`config.mk`:
```
export PLATFORM = sky130hd
export DESIGN_NAME = fpu_32_reciprocal
export DESIGN_NICKNAME = d
export VERILOG_FILES = /design/src/rtl/fpu_32_reciprocal.sv
export SDC_FILE = /design/constraint.sdc
export NUM_CORES = 2
export LEC_CHECK = 0
export ABC_AREA = 1
export CAP_MARGIN = 10
export CORE_ASPECT_RATIO = 1.2
export CORE_MARGIN = 8
export CORE_UTILIZATION = 65
export CTS_CLUSTER_SIZE = 28
export DETAILED_ROUTE_END_ITERATION = 8
export PLACE_DENSITY = 0.92
export SLEW_MARGIN = 25
export SYNTH_ARGS = -nofsm -noshare
export SYNTH_HDL_FRONTEND = slang
export SYNTH_SLANG_ARGS = --single-unit
```
`constraint.sdc`:
```
create_clock -name clk -period 193.3 [get_ports clk]
set_input_delay 38.66 -clock clk [delete_from_list [all_inputs] [get_ports clk]]
set_output_delay 38.66 -clock clk [all_outputs]
set_load 0.03 [all_outputs]
```
`src/rtl/fpu_32_reciprocal.sv`:
```
// Single-cycle IEEE-754 binary32 reciprocal.
// The long division, rounding and special-case decode are all combinational.
// Results are registered, so one operand can be accepted every cycle.
// Zero and subnormal inputs are treated as zero.
// Results that would be subnormal are flushed to signed zero.
module fpu_32_reciprocal #(
  parameter int unsigned WIDTH = 32
) (
  input  logic             clk,
  input  logic             rst_n,
  input  logic [WIDTH-1:0] in,
  input  logic             in_valid,
  output logic [WIDTH-1:0] result,
  output logic             out_valid,
  output logic             div_by_zero
);

  logic        sgn;
  logic [7:0]  exp_in;
  logic [22:0] frac;
  logic [23:0] mant;

  assign sgn    = in[31];
  assign exp_in = in[30:23];
  assign frac   = in[22:0];
  assign mant   = {1'b1, frac};

  // Restoring division of 2^48 by the 24-bit mantissa.
  // The remainder starts at 2^23, which is below the mantissa whenever the
  // fraction is non-zero. That leaves 25 quotient bits in [2^24, 2^25):
  // bit 24 is the hidden one, bits 23..1 are the fraction and bit 0 is guard.
  logic [24:0] quo;
  logic [25:0] rem;

  // Unrolled long division; the remainder left over feeds the sticky bit
  always_comb begin
    quo = '0;
    rem = 26'h0800000;
    for (int i = 24; i >= 0; i--) begin
      rem = {rem[24:0], 1'b0};
      if (rem >= {2'b00, mant}) begin
        rem    = rem - {2'b00, mant};
        quo[i] = 1'b1;
      end
    end
  end

  logic        sticky;
  logic        round_up;
  logic [24:0] mant_rnd;
  logic        carry;
  logic [9:0]  exp_div;
  logic        flush_div;
  logic [22:0] frac_div;
  logic [7:0]  exp_p2;

  assign sticky    = |rem;
  assign round_up  = quo[0] & (sticky | quo[1]);
  assign mant_rnd  = {1'b0, quo[24:1]} + {24'b0, round_up};
  assign carry     = mant_rnd[24];
  assign frac_div  = carry ? 23'b0 : mant_rnd[22:0];
  // Wraps negative (bit 9 set) when the exponent would go below zero
  assign exp_div   = 10'd253 - {2'b00, exp_in} + {9'b0, carry};
  assign flush_div = exp_div[9] | (exp_div == 10'd0);
  assign exp_p2    = 8'd254 - exp_in;

  logic [31:0] res_calc;
  logic        dbz_calc;

  // Special-case decode and selection of the next result
  always_comb begin
    res_calc = {sgn, 31'b0};
    dbz_calc = 1'b0;
    if (exp_in == 8'hFF) begin
      if (frac != 23'b0) res_calc = 32'h7FC00000;
      else               res_calc = {sgn, 31'b0};
    end else if (exp_in == 8'h00) begin
      res_calc = {sgn, 8'hFF, 23'b0};
      dbz_calc = 1'b1;
    end else if (frac == 23'b0) begin
      if (exp_p2 != 8'd0) res_calc = {sgn, exp_p2, 23'b0};
    end else if (!flush_div) begin
      res_calc = {sgn, exp_div[7:0], frac_div};
    end
  end

  logic [WIDTH-1:0] result_q;
  logic             out_valid_q;
  logic             dbz_q;

  // Output registers: synchronous reset; result and flag update only on valid operands
  always_ff @(posedge clk) begin
    if (!rst_n) begin
      result_q    <= '0;
      out_valid_q <= 1'b0;
      dbz_q       <= 1'b0;
    end else begin
      out_valid_q <= in_valid;
      if (in_valid) begin
        result_q <= res_calc;
        dbz_q    <= dbz_calc;
      end
    end
  end

  assign result      = result_q;
  assign out_valid   = out_valid_q;
  assign div_by_zero = dbz_q;

endmodule

```
==> flow_summary.toml <==
[clocking]
post_cts_setup_inserts = 0
htree_num_levels = 2
cts_root_buf = "sky130_fd_sc_hd__clkbuf_16"
cts_clk_pin_slew_worst_paths_ps = 60
cts_resized = 0
cts_tree = "built"
holdBufCountCts = 0
clock_insertion_delay_worst_skew_ps = 280
cts.sinks = 34
tritoncts.num_buffers = 5
cts-root-to-sink-buffers = 2

[floorplan]
dieArea_sq_um = 57900
ioPinCount = 69
dieHeight_microns = 262
initial_utilization = 0.654
number_of_cell_rows = 90
floorplan.core_area_sq_um = 50100
fp.dieW_microns = 221

[synth]
post_synth_inst_count = 5322
yosys.area_share.xor_xnor = 0.136
ys_types = 66
synth.area.top_cells = "sky130_fd_sc_hd__ha_1, sky130_fd_sc_hd__nand2_1, sky130_fd_sc_hd__o21ai_0"
synthMostInstantiatedCell = "sky130_fd_sc_hd__nand2_1"
synth.yosys.warnings = 0
synth-async-reset-ratio = 0
syn_area_sq_um = 32800
ys_seq_elements = 34
synth_fa_ha_area_frac = 0.205
syn_nets = 5895
synth_compound_gate_area_share = 0.219
synth_edf_count = 0
yosys-top-cells-count = "sky130_fd_sc_hd__nand2_1, sky130_fd_sc_hd__o21ai_0, sky130_fd_sc_hd__a21oi_1, sky130_fd_sc_hd__ha_1, sky130_fd_sc_hd__inv_1"
synth-seq-area-share = 0.0208
main_combinational_cell_family_by_area_after_synthesis = "simple AND/OR/NAND/NOR gates"
netlist.area_leader.share = 0.205
synth-main-ff-cell = "sky130_fd_sc_hd__dfxtp_1"
basic_gate_share_of_the_synthesized_area_counting_and_or_nand_and_nor_cells = 0.330
synth.area.mux_share = 0
synthesized_area_per_cell_sq_um = 6.16
yosysTopAreaCell = "sky130_fd_sc_hd__ha_1"

[timing]
max_clock_freq_ghz = 0.00763
hold_viol = 0
fin_skew_ps = 0
final_count_of_pins_violating_max_slew = 0
clock_period_minus_final_worst_setup_slack_ps = 131010
worst_slew_pin_slew_ps = 1060
slew-limit-headroom = 0.287
setup_total_negative_slack_ps = 0
grt_setup_unrepaired = "no"
final_min_period_over_clock_period = 0.678
timing.final.setup_violations = 0

[routing]
antenna_violating_nets_post_route = 0
detail_route.drc_violations = 0
route.detailed.wl_per_inst_microns = 14.3
postRouteWirelength_mm = 84.9
drt_first_iter_violations = 1874
via_count = 34900
dr.pass1.iters = 6
detail_route.vias_per_cell = 5.86

[final_layout]
stdcell_count = 5952
areaGrowthSynthToFinish_pct = 3.18
nNetsFinal = 5879
drive_above_1_share = 0.0759

[hold_path]
hold_path_class = "reg -> reg"

[global_route]
grt.total_usage = 0.279
antenna_violations_before_repair = 2
global_route_wire_length_before_repair_mm = 142
grt_overflow = 0
grt_pass1_vias = 32800
pin_count_of_the_biggest_net_entering_global_routing = 51

[setup_path]
worst_path_max_delay_cell = "sky130_fd_sc_hd__nor4_1"
startpoint = "in[0]"
critical_path_arrival_ps = 131210
path_class = "in -> reg"
worstSetupEndpoint = "result[9]"
timing.critical_path.fanout_max = 50
endpoint_kind = "flop"
crit-reg2reg-launch = "result[11]"
worst_r2r_path_depth = 2
critical_path.most_common_cell = "sky130_fd_sc_hd__nand2_1"
cp-start-kind = "primary input"
regToRegSetupSlack_ps = 192460
worst_stage_delay_on_the_critical_path_ps = 700
r2r-end = "result[11]"
worst-endpoint-required_ps = 193500

[run]
cap_viol_max_count = 0

[place]
detailedPlacementHpwl_mm = 68.1
placedCellCount = 5943
portBuffers = 68
routabilityCongestion = 0.946

[run_status]
outcome = "complete, no violations"
## flip-flops by register name, indices dropped and copies added (netlist names)
name         count
div_by_zero      1
out_valid        1
result          32
## worst min-delay path by stage
stage / startpoint / endpoint / slack [ps] / cells after the start
2_1_floorplan: result[11] / result[11] / 590 / 2
3_3_place_gp: result[31] / result[31] / 450 / 2
3_5_place_dp: result[0] / result[0] / 460 / 2
4_1_cts: result[0] / result[0] / 470 / 2
5_1_grt: result[4] / result[4] / 480 / 2
6_report: result[0] / result[0] / 470 / 2
## cell families (layout without fill, tap and decap cells)
kind of cell    Yosys count  in the layout
fa+ha+maj               538            538
flops                    34             34
other cells               0              1
xor+xnor                508            508
buf+inv                 668            653
compound gates         1326           1326
simple gates           2248           2248
## layout by cell type (no fill, tap or decap), types with 23 or more instances in the layout
cell type and instances:
sky130_fd_sc_hd__clkdlybuf4s50_1 67, sky130_fd_sc_hd__ha_1 538, sky130_fd_sc_hd__xnor2_1 255, sky130_fd_sc_hd__nor2_1 247
sky130_fd_sc_hd__inv_2 35, sky130_fd_sc_hd__dfxtp_1 34, sky130_fd_sc_hd__nand2_2 62, sky130_fd_sc_hd__nand2_1 1268
sky130_fd_sc_hd__a21oi_1 539, sky130_fd_sc_hd__o21bai_1 56, sky130_fd_sc_hd__o21ai_0 569, sky130_fd_sc_hd__xor2_1 253
sky130_fd_sc_hd__a21o_1 34, sky130_fd_sc_hd__nand2_4 86, sky130_fd_sc_hd__nand4_1 37, sky130_fd_sc_hd__nand3_2 38
sky130_fd_sc_hd__nand3_1 326, sky130_fd_sc_hd__buf_4 23, sky130_fd_sc_hd__o21ai_1 37, sky130_fd_sc_hd__or2_2 69
sky130_fd_sc_hd__inv_1 503
## stage by stage
step                setup WS, ps  cell area (sq um)  utilization  hold WS [ps]
finish                     62290              33800        0.675           469
global route               50320              33800        0.675           482
CTS                        63270              33800        0.675           468
global placement           66450              33600        0.671           454
detailed placement         63270              33600        0.671           459
floorplan                  74180              32800            -           590
## area by class of cell
cell class | instances | area (sq um)
multi-input cells | 4620 | 29200
fillers | 4422 | 16300
inverters | 554 | 2110
repair buffers | 91 | 848
well taps | 644 | 806
flip-flops and latches | 34 | 681
clock buffers | 5 | 125
clock inverters | 3 | 68.8
diodes | 1 | 2.50
## routing by layer
layer / GRT usage / vias up / wire [microns]
met3: 0.0287 / 373 / 3650
li1: - / 18000 / -
met4: 0.157 / 4 / 4750
met1: 0.284 / 15600 / 33500
met2: 0.552 / 910 / 42900
met5: 0 / - / 31
## worst max-delay path: cells and delay by family
kind,cells,cell delay (ps)
and+or+nand+nor,377,40560
xor gates and xnor gates,2,320
adders and majority gates,27,9710
AOI/OAI and AO/OA,151,29220
buffers and inverters,55,12210
Power is left out: the tool's default activity adds up to more than one toggle a clock period on the data nets, which glitch-free logic cannot reach.
